File: src/rtl/baccarat_datapath.sv
// Baccarat card/score datapath: card source, six card registers, hand scores and 7-seg digits.
// Build option DATAPATH_LFSR_EN swaps the sequential card counter for a 5-bit LFSR source.
module baccarat_datapath (
    input  logic       slow_clock,
    input  logic       reset,
    input  logic       load_pcard1,
    input  logic       load_pcard2,
    input  logic       load_pcard3,
    input  logic       load_dcard1,
    input  logic       load_dcard2,
    input  logic       load_dcard3,
    output logic [3:0] pcard3_out,
    output logic [3:0] pscore_out,
    output logic [3:0] dscore_out,
    output logic [6:0] HEX5,
    output logic [6:0] HEX4,
    output logic [6:0] HEX3,
    output logic [6:0] HEX2,
    output logic [6:0] HEX1,
    output logic [6:0] HEX0
);

    logic [3:0] new_card;
    logic [3:0] pcard1_out, pcard2_out;
    logic [3:0] dcard1_out, dcard2_out, dcard3_out;

`ifdef DATAPATH_LFSR_EN
    logic [4:0] lfsr_q;
    logic [4:0] lfsr_mod;

    always_ff @(posedge slow_clock) begin
        if (reset) lfsr_q <= 5'b00001;
        else       lfsr_q <= {lfsr_q[3:0], lfsr_q[4] ^ lfsr_q[2]};
    end

    // lfsr is at most 31, so two conditional subtracts give mod 13
    always_comb begin
        lfsr_mod = lfsr_q;
        if (lfsr_q >= 5'd26)      lfsr_mod = lfsr_q - 5'd26;
        else if (lfsr_q >= 5'd13) lfsr_mod = lfsr_q - 5'd13;
        new_card = lfsr_mod[3:0] + 4'd1;
    end
`else
    always_ff @(posedge slow_clock) begin
        if (reset)                  new_card <= 4'd1;
        else if (new_card == 4'd13) new_card <= 4'd1;
        else                        new_card <= new_card + 4'd1;
    end
`endif

    always_ff @(posedge slow_clock) begin
        if (reset) begin
            pcard1_out <= '0;
            pcard2_out <= '0;
            pcard3_out <= '0;
            dcard1_out <= '0;
            dcard2_out <= '0;
            dcard3_out <= '0;
        end else begin
            if (load_pcard1) pcard1_out <= new_card;
            if (load_pcard2) pcard2_out <= new_card;
            if (load_pcard3) pcard3_out <= new_card;
            if (load_dcard1) dcard1_out <= new_card;
            if (load_dcard2) dcard2_out <= new_card;
            if (load_dcard3) dcard3_out <= new_card;
        end
    end

    // Face cards and tens count zero
    function automatic logic [4:0] card_val(input logic [3:0] c);
        return (c >= 4'd1 && c <= 4'd9) ? {1'b0, c} : 5'd0;
    endfunction

    function automatic logic [3:0] hand_score(input logic [3:0] c1, input logic [3:0] c2,
                                              input logic [3:0] c3);
        logic [4:0] s;
        s = card_val(c1) + card_val(c2) + card_val(c3);
        if (s >= 5'd20)      s = s - 5'd20;
        else if (s >= 5'd10) s = s - 5'd10;
        return s[3:0];
    endfunction

    function automatic logic [6:0] seg7(input logic [3:0] c);
        case (c)
            4'd1:    return 7'b0001000;
            4'd2:    return 7'b0100100;
            4'd3:    return 7'b0110000;
            4'd4:    return 7'b0011001;
            4'd5:    return 7'b0010010;
            4'd6:    return 7'b0000010;
            4'd7:    return 7'b1111000;
            4'd8:    return 7'b0000000;
            4'd9:    return 7'b0010000;
            4'd10:   return 7'b1000000;
            4'd11:   return 7'b1100001;
            4'd12:   return 7'b0011000;
            4'd13:   return 7'b0001001;
            default: return 7'b1111111;
        endcase
    endfunction

    assign pscore_out = hand_score(pcard1_out, pcard2_out, pcard3_out);
    assign dscore_out = hand_score(dcard1_out, dcard2_out, dcard3_out);

    assign HEX0 = seg7(pcard1_out);
    assign HEX1 = seg7(pcard2_out);
    assign HEX2 = seg7(pcard3_out);
    assign HEX3 = seg7(dcard1_out);
    assign HEX4 = seg7(dcard2_out);
    assign HEX5 = seg7(dcard3_out);

endmodule

File: config.mk
export PLATFORM = sky130hd
export DESIGN_NAME = baccarat_datapath
export DESIGN_NICKNAME = d
export VERILOG_FILES = /design/src/rtl/baccarat_datapath.sv
export SDC_FILE = /design/constraint.sdc
export NUM_CORES = 1
export LEC_CHECK = 0
export CAP_MARGIN = 15
export CORE_MARGIN = 4
export CORE_UTILIZATION = 25
export DETAILED_ROUTE_END_ITERATION = 6
export SLEW_MARGIN = 20
export SYNTH_ARGS = -nofsm -noshare
export SYNTH_HDL_FRONTEND = slang
export SYNTH_SLANG_ARGS = --single-unit
File: constraint.sdc
create_clock -name slow_clock -period 10.1 [get_ports slow_clock]
set_input_delay 2.02 -clock slow_clock [delete_from_list [all_inputs] [get_ports slow_clock]]
set_output_delay 2.02 -clock slow_clock [all_outputs]
set_load 0.01 [all_outputs]
# --- Yosys cells after proc, flatten, opt, wreduce, memory -nomap -nowiden ---
# Memories as Yosys holds them, arrays and structs flattened. A register that Yosys moved wholly into a read port is not among the register bits.
# Index checks and enable logic that the tools add are counted.
totals:
  ff_bits: 28
  mem_bits_ro: 672
  input_bits: 8
  out_inout_bits: 54
  word_cells: 68
  memories: 6
op_classes:
  addsub: 9
  magnitude_cmp: 16
  n_eq_ne: 1
  muxes: 22
  n_reduce_logical: 7
mem_list:
  columns: ["name", "words", "word_bits", "read_ports", "rd_clocked_by_memory_dff", "wr", "line_no", "text"]
  rows:
  - ["(no name shown)", 16, 7, 1, 1, 0, "84", "case (c)"]
  - ["(no name shown)", 16, 7, 1, 1, 0, "84", null]
  - ["(no name shown)", 16, 7, 1, 1, 0, "84", null]
  - ["(no name shown)", 16, 7, 1, 1, 0, "84", null]
  - ["(no name shown)", 16, 7, 1, 1, 0, "84", null]
  - ["(no name shown)", 16, 7, 1, 1, 0, "84", null]
op_table:
  columns: ["cell", "n"]
  rows:
  - ["$mux W4", 22]
  - ["$ge A4 B1 Y1 const B", 6]
  - ["$le A4 B4 Y1 const B", 6]
  - ["$add A4 B4 Y5", 2]
  - ["$add A5 B4 Y5", 2]
  - ["$ge A5 B4 Y1 const B", 2]
  - ["$ge A5 B5 Y1 const B", 2]
  - ["$sub A4 B3 Y4 const B", 2]
  - ["$sub A4 B4 Y4 const B", 2]
  - ["$logic_and A1 B1 Y1", 6]
  - ["$add A4 B1 Y4 const B", 1]
  - ["$eq A4 B4 Y1 const B", 1]
  - ["$reduce_or A2 Y1", 1]

# --- Logic depth before layout (Yosys ltp) ---
# Gate-level depths: netlist (run 1).
logic_depth:
  ltp_word: 8
  depth_mapped: 12
  mapped_depth_nobuf: 12

# --- Worst setup path after synthesis (run 1) ---
# Ideal clock, no wire load.
synth_timing:
  path_kind: "register to output"
  startpoint: "register pcard3_out[3]"
  endpoint: "output pscore_out[1]"
  arrival_time_ns: 3.081
  t_required_ns: 8.080
  setup_slack_ns: 4.999
  stages_incl_launch_ff: 13
  n_path_buf: 0
  path_cell_list: "dfxtp_1 -> o21ai_0 -> and2_1 -> fa_1 -> ha_1 -> fa_1 -> xor2_1 -> inv_1 -> ha_1 -> nor3b_1 -> or4_1 -> a211o_1 -> o211ai_1"
synth_via:
  elab_chain_len: 7
  elab_cells_between_ends: 11
  cone_classes: "3 x add/sub; 4 x order compare; 3 x mux; 1 x reduce/logical"
synth_lines:
  columns: ["item", "line_no", "text"]
  rows:
  - ["start: declaration", "12", "output logic [3:0] pcard3_out,"]
  - ["start signal: assignment", "62", "if (load_pcard3) pcard3_out <= new_card;"]
  - ["$ge A4 B1 Y1 or $le A4 B4 Y1 (tied branches)", "71", "return (c >= 4'd1 && c <= 4'd9) ? {1'b0, c} : 5'd0;"]
  - ["$logic_and A1 B1 Y1", "71", null]
  - ["$mux W4 *", "71", null]
  - ["$add A5 B4 Y5 *", "77", "s = card_val(c1) + card_val(c2) + card_val(c3);"]
  - ["$sub A4 B4 Y4 or $ge A5 B4 Y1 (tied branches)", "79", "else if (s >= 5'd10) s = s - 5'd10;"]
  - ["$mux W4", "79", null]
  - ["$mux W4 *", "78", "if (s >= 5'd20) s = s - 5'd20;"]
  - ["end: declaration", "13", "output logic [3:0] pscore_out,"]
# Every way passes the cells marked *; elsewhere a longest branch is shown, timed or not.

# --- Worst setup path in the final report (run 1) ---
layout_timing:
  startpoint: "register dcard1_out[3]"
  endpoint: "output dscore_out[1]"
layout_via:
  elab_chain_len: 8
  elab_cells_between_ends: 12
  cone_classes: "4 x add/sub; 4 x order compare; 3 x mux; 1 x reduce/logical"
layout_lines:
  columns: ["item", "line_no", "text"]
  rows:
  - ["start: declaration", "25", "logic [3:0] dcard1_out, dcard2_out, dcard3_out;"]
  - ["start signal: assignment", "63", "if (load_dcard1) dcard1_out <= new_card;"]
  - ["$ge A4 B1 Y1 or $le A4 B4 Y1 (tied branches)", "71", null]
  - ["$logic_and A1 B1 Y1", "71", null]
  - ["$mux W4 *", "71", null]
  - ["$add A4 B4 Y5 *", "77", null]
  - ["$add A5 B4 Y5 *", "77", null]
  - ["$sub A4 B4 Y4 or $ge A5 B4 Y1 (tied branches)", "79", null]
  - ["$mux W4", "79", null]
  - ["$mux W4 *", "78", null]
  - ["end: declaration", "14", "output logic [3:0] dscore_out,"]
# Marked as above.

==> metrics.md, run 1 <==
| Metric | Value |
|---|---|
| Post-Synthesis Cells | 462 |
| DP Wirelength | 7.15 mm |
| Mapped Avg Cell Area | 9.41 sq um |
| HP Class | register to register |
| RSZ-0062 raised after global routing | no |
| Share of layout cells above drive strength 1 | 7.20% |
| Congestion Overflow GR | 0 |
| Die ar. | 19600 sq um |
| Via Count | 3331 |
| Antenna Cells | 0 |
| Status | finished, final reports clean |
| Die Y | 140 microns |
| # setup viols final | 0 |
| # fillers | 1728 |
| Cell family with most CP delay | adder cells |
| Post-CTS setup buffer count | 0 |
| Final Critical Period | 6.23 ns |
| Clock Sinks | 70 |
| Area contributors post-synth | dfxtp_1 (32%), ha_1 (14%), mux2i_1 (8.7%) |
| Startpoint class of the critical path | register |
| FMAX | 160 MHz |
| Setup crit end kind | primary output |
| Post-cts sizing count | 0 |
| Tcrit/Tclk final | 61.7% |
| Final Hold Fails | 0 |
| Syn. warnings | 0 |
| Bufs and invs on worst path | 2 |
| Post-route DRC | 0 |
| Pwr/cell area | 163 nW/um^2 |
| Vias in the first global route | 3302 |
| Arrival @ worst endpoint | 4.21 ns |
| Syn_nets | 530 |
| Max clock buf depth | 2 |
| Total global routing track utilization | 10.2% |
| Final Util | 31.7% |
| Root Driver | clkbuf_16 |
| Post-CTS Hold Buffers | 0 |
| Initial cell density of the core | 25.9% |
| Yosys top cell by area | dfxtp_1 |
| CTS buffer count | 9 |
| Slew Limit Headroom | 48.8% |
| Initial DRT Pass Iterations | 4 |
| Peak VDD IR | 0.0791 mV |
| Seq cells post-synth | 70 |
| First-pass GRT wire length | 16.3 mm |
| Async set or reset register ratio after synthesis | 0% |
| Netlist cell types | 53 |
| Port Buffer Count | 61 |
| Total power | 0.866 mW |
| H-Tree Depth | 3 |
| Largest net degree at the start of global routing | 50 |
| CP max-delay cell | clkdlybuf4s50_1 |
| # IOs | 62 |
| Setup TNS | 0 ns |
| Main flop type after synthesis | dfxtp_1 |
| Clock skew | 0.00582 ns |
| Num rows | 47 |
| DP Area | 5040 sq um |
| Gpl congestion | 0.895 |
| Drt total wl | 9.71 mm |
| Worst EP required | 8.08 ns |
| Maxcap violations | 0 |
| Via-to-Cell Ratio | 4.54 |
| Placed Cells | 718 |
| Core box area | 16800 sq um |
| Type of the worst setup path | register to primary output |
| Worst-path clk slew | 0.05 ns |
| CTS tree | built |
| Seq/Total Area, Yosys | 32.2% |
| Drt initial violations | 171 |
| Routed Antenna Nets | 0 |
| Initial antenna violation count | 0 |
| Clk_lat worst skew | 0.34 ns |
| Post-synth top area share | 32.2% |
| Die Wd | 140 microns |
| Nets | 577 |
| Slew Viols, Final | 0 |
| Mapped Area | 4350 sq um |
| Least-Margin Pin Slew | 0.765 ns |
| Area growth syn-to-layout | 22.6% |
| Cell Chain, Critical Path | o21ai_0 -> and2_1 -> fa_1 -> ha_1 -> fa_1 -> xor2_1 -> inv_1 -> ha_1 -> nor3b_1 -> or4_1 -> a211o_1 -> o211ai_1 -> clkdlybuf4s50_1 |
| Crit Path Max Fanout | 6 |
| Worst path max stage delay | 0.56 ns |
| Fin cells | 734 |
| Post-route design area | 5330 sq um |
| Post-synth EDFFs | 0 |
| Pleak | 2.36 nW |
| Detailed-route wire length per cell | 13.2 microns |
cell type report:
class	instances	area [sq um]	area share (%)
inverters	40	153	2.86
clock inverters	3	17.5	0.329
well taps	220	275	5.17
multi-input cells	326	2590	48.7
clock buffers	13	270	5.07
flip-flops and latches	70	1400	26.3
repair buffers	62	618	11.6
routing by layer:
| metal | vias up | track usage, % | routed length, microns |
|---|---|---|---|
| met5 | - | 0 | 0 |
| met4 | 0 | 5.00 | 229 |
| met3 | 16 | 2.30 | 356 |
| met2 | 58 | 16.4 | 4520 |
| met1 | 1577 | 12.9 | 4610 |
| li1 | 1680 | - | - |
layout by cell type (no fill, tap or decap), types with 5 or more instances in the layout:
cell and n:
a21boi_0 5, a21oi_1 14, and2_1 8, clkbuf_16 9
clkdlybuf4s50_1 61, dfxtp_1 70, fa_1 10, ha_1 50
inv_1 38, mux2i_1 38, nand2_1 23, nor2_1 41
nor2b_1 13, nor3_1 10, nor3b_1 8, o211ai_1 6
o21ai_0 25, o22ai_1 5, or2_2 6
worst register-to-register path, cell delays in order, from the launching register on:
cell and delay [ns]:
dfxtp_1 0.65, mux2i_1 0.19, nor2_1 0.41, inv_1 0.21, ha_1 0.38, mux4_2 0.47, inv_1 0.07
worst paths after layout:
path                              startpoint                          to  slack, ns  depth (start not counted)
hold reg to reg   dcard1_out[0]$_SDFFE_PP0P_  dcard1_out[0]$_SDFFE_PP0P_       0.52                          2
setup / recovery  dcard1_out[3]$_SDFFE_PP0P_               dscore_out[1]       3.87                         13
hold / removal    dcard1_out[0]$_SDFFE_PP0P_  dcard1_out[0]$_SDFFE_PP0P_       0.52                          2
setup reg to reg      new_card[1]$_SDFF_PP0_             HEX5[4]$_DFF_P_       7.67                          6
metrics by stage:
step	hold WS [ns]	setup slack [ns]
2_1_floorplan	0.471	5.00
3_3_place_gp	0.512	4.40
3_5_place_dp	0.520	4.29
4_1_cts	0.533	3.89
5_1_grt	0.568	3.71
6_report	0.520	3.87
report_power, final:
| part | switching (mW) | leakage [nW] | internal [mW] |
|---|---|---|---|
| Clock | 0.118 | 0.142 | 0.185 |
| Combinational | 0.116 | 1.64 | 0.121 |
| Sequential | 0.0171 | 0.581 | 0.308 |
| Total | 0.251 | 2.36 | 0.615 |
cell usage after synthesis (7+ instances only):
cell	n
a21oi_1	14
and2_1	8
buf_2	8
buf_6	7
dfxtp_1	70
fa_1	10
ha_1	50
inv_1	38
mux2i_1	38
nand2_1	23
nor2_1	41
nor2b_1	13
nor3_1	10
nor3b_1	8
o21ai_0	25
state kept, by name (all words and copies together), names as in the netlist:
signal,flops
dcard3_out,4
HEX5,7
dcard2_out,4
pcard3_out,4
HEX3,7
pcard1_out,4
HEX2,7
HEX0,7
dcard1_out,4
HEX4,7
pcard2_out,4
new_card,4
HEX1,7
kinds of logic (layout without fill, tap and decap cells):
group | Yosys count | count (layout) | share of synthesized area, %
xor+xnor | 2 | 2 | 0.403
buf+inv | 66 | 118 | 8.12
simple gates | 132 | 132 | 15.3
compound gates | 86 | 86 | 13.1
fa+ha+maj | 60 | 60 | 19.0
flops | 70 | 70 | 32.2
mux | 46 | 46 | 11.9
(Power assumes the default switching activity.)
==> inputs of run 2 (changes only) <==
==> constraint.sdc (replaced) <==
create_clock -name slow_clock -period 5.8 [get_ports slow_clock]
set_input_delay 1.16 -clock slow_clock [delete_from_list [all_inputs] [get_ports slow_clock]]
set_output_delay 1.16 -clock slow_clock [all_outputs]
set_load 0.01 [all_outputs]
==> metrics.md, run 2 (synthesis gave the netlist of run 1 again) <==
| Metric | Value |
|---|---|
| CTS buffer count | 9 (unchanged) |
| Most frequent cells in the layout | dfxtp_1 (70), clkdlybuf4s50_1 (61), ha_1 (50) |
| Post-cts sizing count | 0 (unchanged) |
| Share of layout cells above drive strength 1 | 7.20% (unchanged) |
| Vias in the first global route | 3329 (+0.82%) |
| Initial antenna violation count | 0 (unchanged) |
| Crit Path Max Fanout | 6 (unchanged) |
| Post-CTS Hold Buffers | 0 (unchanged) |
| Startpoint class of the critical path | register |
| Worst-path clk slew | 0.05 ns (about the same) |
| Initial cell density of the core | 25.9% (unchanged) |
| Total power | 1.51 mW (+74%) |
| CP max-delay cell | clkdlybuf4s50_1 |
| Largest net degree at the start of global routing | 50 (unchanged) |
| Status | finished, final reports clean |
| Leading cell type in the layout, fill and taps excluded | dfxtp_1 |
| First-pass GRT wire length | 16.1 mm (-1.2%) |
| Post-CTS setup buffer count | 0 (unchanged) |
| # IOs | 62 (unchanged) |
| Die ar. | 19600 sq um (unchanged) |
| Die Wd | 140 microns (unchanged) |
| Setup TNS | 0 ns (unchanged) |
| Slew Limit Headroom | 47.2% (-1.6 points) |
| Tcrit/Tclk final | 92.7% |
| Via-to-Cell Ratio | 4.49 (-1.2%) |
| HP Class | register to register |
| Bufs and invs on worst path | 2 (unchanged) |
| Setup crit end kind | primary output |
| Cell Chain, Critical Path | o21ai_0 -> and2_1 -> fa_1 -> ha_1 -> fa_1 -> xor2_1 -> inv_1 -> ha_1 -> nor3b_1 -> or4_1 -> a211o_1 -> o211ai_1 -> clkdlybuf4s50_1 |
| FMAX | 186 MHz |
| Worst EP required | 4.64 ns (-3.44 ns) |
| H-Tree Depth | 3 (unchanged) |
| Port Buffer Count | 61 (unchanged) |
| DP Wirelength | 7.16 mm (+0.11%) |
| Clock skew | 0.00329 ns (-0.00253 ns) |
| Final Critical Period | 5.38 ns |
| Max clock buf depth | 2 (unchanged) |
| Final Hold Fails | 0 (unchanged) |
| Arrival @ worst endpoint | 4.22 ns (about the same) |
| Root Driver | clkbuf_16 |
| Clk_lat worst skew | 0.34 ns (about the same) |
| Slew Viols, Final | 0 (unchanged) |
| Type of the worst setup path | register to primary output |
| Maxcap violations | 0 (unchanged) |
| Least-Margin Pin Slew | 0.790 ns (+0.0244 ns) |
| RSZ-0062 raised after global routing | no |
| Routed Antenna Nets | 0 (unchanged) |
| Initial DRT Pass Iterations | 4 (unchanged) |
| Post-route DRC | 0 (unchanged) |
| Clock Sinks | 70 (unchanged) |
| Worst path max stage delay | 0.57 ns (about the same) |
| Via Count | 3292 (-1.2%) |
| Peak VDD IR | 0.153 mV (+94%) |
| Drt total wl | 9.66 mm (-0.54%) |
| Detailed-route wire length per cell | 13.2 microns (-0.54%) |
| Pleak | 2.36 nW (unchanged) |
| Pwr/cell area | 283 nW/um^2 (+74%) |
| Core box area | 16800 sq um (unchanged) |
| Antenna Cells | 0 (unchanged) |
| Num rows | 47 (unchanged) |
| Gpl congestion | 0.898 (+0.36%) |
| Total global routing track utilization | 10.1% (-0.13 points) |
| Congestion Overflow GR | 0 (unchanged) |
| Cell family with most CP delay | adder cells |
| CTS tree | built |
| Die Y | 140 microns (unchanged) |
| # setup viols final | 0 (unchanged) |
| Drt initial violations | 173 (+1.2%) |
| Nets | 577 (unchanged) |
| Area growth syn-to-layout | 22.6% (unchanged) |
[run 2: through the flow]
step / utilization [%] / area [sq um] / cells / hold WS (ns) / worst slack [ns]
2_1_floorplan: - / 4350 / 462 / 0.471 / 1.56
3_3_place_gp: 30.0 / 5040 / 718 / 0.511 / 0.962
3_5_place_dp: 30.0 / 5040 / 718 / 0.523 / 0.822
4_1_cts: 31.7 / 5330 / 734 / 0.538 / 0.410
5_1_grt: 31.7 / 5330 / 734 / 0.577 / 0.248
6_report: 31.7 / 5330 / 734 / 0.530 / 0.424
[run 2: layout make-up]
class                           count  area [sq um]
Clock inverter                      3          17.5
Fill cell                        1753         11500
Clock buffer                       13           270
Sequential cell                    70          1400
Multi-Input combinational cell    326          2590
Inverter                           40           153
Tap cell                          220           275
Timing Repair Buffer               62           618
[run 2: metal layers]
layer | GRT usage (%) | wire (microns)
met3 | 2.20 | 327
met2 | 16.3 | 4530
met4 | 4.90 | 223
met5 | 0 | 0
met1 | 12.6 | 4570
[run 2: tightest hold or removal path, delay by kind of cell (launching register included)]
kind	cells	cell delay, ns
simple gates	1	0.08
mux	1	0.08
flops	1	0.33
[run 2: report_power, final]
part / internal (mW) / leakage, nW / total [mW] / switching (mW)
logic: 0.211 / 1.64 / 0.412 / 0.201
clock network: 0.323 / 0.142 / 0.527 / 0.204
registers: 0.537 / 0.581 / 0.566 / 0.0293
[run 2: final timing paths]
path / start / to / slack [ns] / cells after the start
max: pcard1_out[3]$_SDFFE_PP0P_ / pscore_out[1] / 0.42 / 13
min: pcard1_out[0]$_SDFFE_PP0P_ / pcard1_out[0]$_SDFFE_PP0P_ / 0.53 / 2
max reg2reg: new_card[1]$_SDFF_PP0_ / HEX5[4]$_DFF_P_ / 3.43 / 6
min reg2reg: pcard1_out[0]$_SDFFE_PP0P_ / pcard1_out[0]$_SDFFE_PP0P_ / 0.53 / 2
==> inputs of run 3 (changes only) <==
--- a/config.mk
+++ b/config.mk
@@ -9,6 +9,7 @@
 export CORE_MARGIN = 4
 export CORE_UTILIZATION = 25
 export DETAILED_ROUTE_END_ITERATION = 6
+export GPL_TIMING_DRIVEN = 0
 export SLEW_MARGIN = 20
 export SYNTH_ARGS = -nofsm -noshare
 export SYNTH_HDL_FRONTEND = slang
==> metrics.md, run 3 (synthesis gave the netlist of run 1 again) <==
| Metric | Value |
|---|---|
| Worst EP required | 4.64 ns (about the same) |
| Nets | 596 (+3.3%) |
| Crit Path Max Fanout | 6 (unchanged) |
| Die Y | 140 microns (unchanged) |
| FMAX | 188 MHz (+1.0%) |
| Post-route design area | 5470 sq um (+2.6%) |
| Pleak | 2.45 nW (+3.7%) |
| Via-to-Cell Ratio | 4.48 (-0.18%) |
| Status | finished, final reports clean |
| Multi-input logic area | 2590 sq um (unchanged) |
| Die ar. | 19600 sq um (unchanged) |
| Initial DRT Pass Iterations | 4 (unchanged) |
| Initial cell density of the core | 25.9% (unchanged) |
| Most frequent cells in the layout | dfxtp_1 (70), clkdlybuf4s50_1 (55), ha_1 (50) |
| Slew Viols, Final | 0 (unchanged) |
| Tcrit/Tclk final | 91.7% (-0.95 points) |
| Maxcap violations | 0 (unchanged) |
| Post-CTS Hold Buffers | 0 (unchanged) |
| # fillers | 1738 (-0.86%) |
| Routed Antenna Nets | 0 (unchanged) |
| Max clock buf depth | 2 (unchanged) |
| CTS buffer count | 9 (unchanged) |
| Slew Limit Headroom | 64.4% (+17 points) |
| Num rows | 47 (unchanged) |
| # IOs | 62 (unchanged) |
| Reg2Reg Setup Slack | 3.35 ns (-0.08 ns) |
| Type of the worst setup path | register to primary output |
| Die Wd | 140 microns (unchanged) |
| Vias in the first global route | 3358 (+0.87%) |
| Congestion Overflow GR | 0 (unchanged) |
| Post-CTS setup buffer count | 0 (unchanged) |
| Via Count | 3371 (+2.4%) |
| Arrival @ worst endpoint | 4.16 ns (-0.06 ns) |
| Least-Margin Pin Slew | 0.534 ns (-0.256 ns) |
| Drt total wl | 9.76 mm (+1.0%) |
| Post-cts sizing count | 0 (unchanged) |
| Total power | 1.53 mW (+1.6%) |
| Setup TNS | 0 ns (unchanged) |
| RSZ-0062 raised after global routing | no |
| Leading cell type in the layout, fill and taps excluded | dfxtp_1 |
| CTS tree | built |
| Area growth syn-to-layout | 25.7% |
| Initial antenna violation count | 0 (unchanged) |
| DP Wirelength | 7.38 mm (+3.2%) |
| Pwr/cell area | 280 nW/um^2 (-0.97%) |
| Clock skew | 0.0111 ns (+0.00779 ns) |
| Root Driver | clkbuf_16 |
| Peak VDD IR | 0.149 mV (-2.8%) |
| Post-route DRC | 0 (unchanged) |
| Register area | 1400 sq um (unchanged) |
| Gpl congestion | 0.832 (-7.3%) |
| Drt initial violations | 128 (-26%) |
| DP Area | 5170 sq um (+2.6%) |
| Antenna Cells | 0 (unchanged) |
| Detailed-route wire length per cell | 13.0 microns (-1.5%) |
| Final Hold Fails | 0 (unchanged) |
| Clock Sinks | 70 (unchanged) |
| Total global routing track utilization | 10.3% (+0.26 points) |
| Final Critical Period | 5.32 ns (-0.0550 ns) |
| Core box area | 16800 sq um (unchanged) |
| H-Tree Depth | 3 (unchanged) |
| Port Buffer Count | 55 (-9.8%) |
| First-pass GRT wire length | 16.4 mm (+1.5%) |
| # setup viols final | 0 (unchanged) |
| HP Class | register to register |
| Setup crit end kind | primary output |
| Largest net degree at the start of global routing | 13 (-74%) |
| Startpoint class of the critical path | register |
| Clk_lat worst skew | 0.35 ns (about the same) |
| Share of layout cells above drive strength 1 | 10.9% (+3.7 points) |
| Worst-path clk slew | 0.06 ns (about the same) |
run 3: path summary, 6_finish.rpt:
check,from,to,cells past startpoint
setup / recovery,pcard1_out[3]$_SDFFE_PP0P_,pscore_out[1],13
hold / removal,dcard1_out[0]$_SDFFE_PP0P_,dcard1_out[0]$_SDFFE_PP0P_,2
setup reg to reg,new_card[0]$_SDFF_PP1_,HEX0[4]$_DFF_P_,7
hold reg to reg,dcard1_out[0]$_SDFFE_PP0P_,dcard1_out[0]$_SDFFE_PP0P_,2
run 3: cell type report:
class	instances	area share, %
inverters	40	2.79
multi-input cells	326	47.4
plain buffers	26	3.66
clock inverters	5	1.10
well taps	220	5.04
flip-flops and latches	70	25.6
repair buffers	55	10.1
clock buffers	11	4.26
run 3: through the flow:
stage / util [%] / instances / setup WS (ns) / hold slack [ns]
after floorplan: - / 462 / 1.56 / 0.471
after global placement: 30.8 / 737 / 0.875 / 0.495
after detailed placement: 30.8 / 737 / 0.844 / 0.506
after CTS: 32.5 / 753 / 0.455 / 0.520
after global routing: 32.5 / 753 / 0.226 / 0.557
final: 32.5 / 753 / 0.479 / 0.512
run 3: worst max-delay path, stage by stage, from the launching register on:
cell and delay (ns):
dfxtp_1 0.39, o21ai_0 0.09, and2_1 0.19, fa_1 0.42, ha_1 0.22, fa_1 0.38, xor2_1 0.33, inv_1 0.11
ha_1 0.19, nor3b_1 0.15, or4_1 0.41, a211o_1 0.30, o211ai_1 0.08, clkdlybuf4s50_1 0.56
run 3: power breakdown:
part / switching, mW / internal, mW / total [mW]
Combinational: 0.209 / 0.216 / 0.425
Clock: 0.214 / 0.334 / 0.548
Sequential: 0.0201 / 0.537 / 0.557
run 3: per-layer routing:
metal  part of all wire, %  wire length (microns)  vias up  global-route usage (%)
met5                     0                      0        -                       0
met4                   3.6                    355        0                    6.22
met3                   3.9                    382       23                    2.44
met2                    46                   4450       74                    16.0
met1                    47                   4570     1561                    13.0
li1                      -                      -     1713                       -
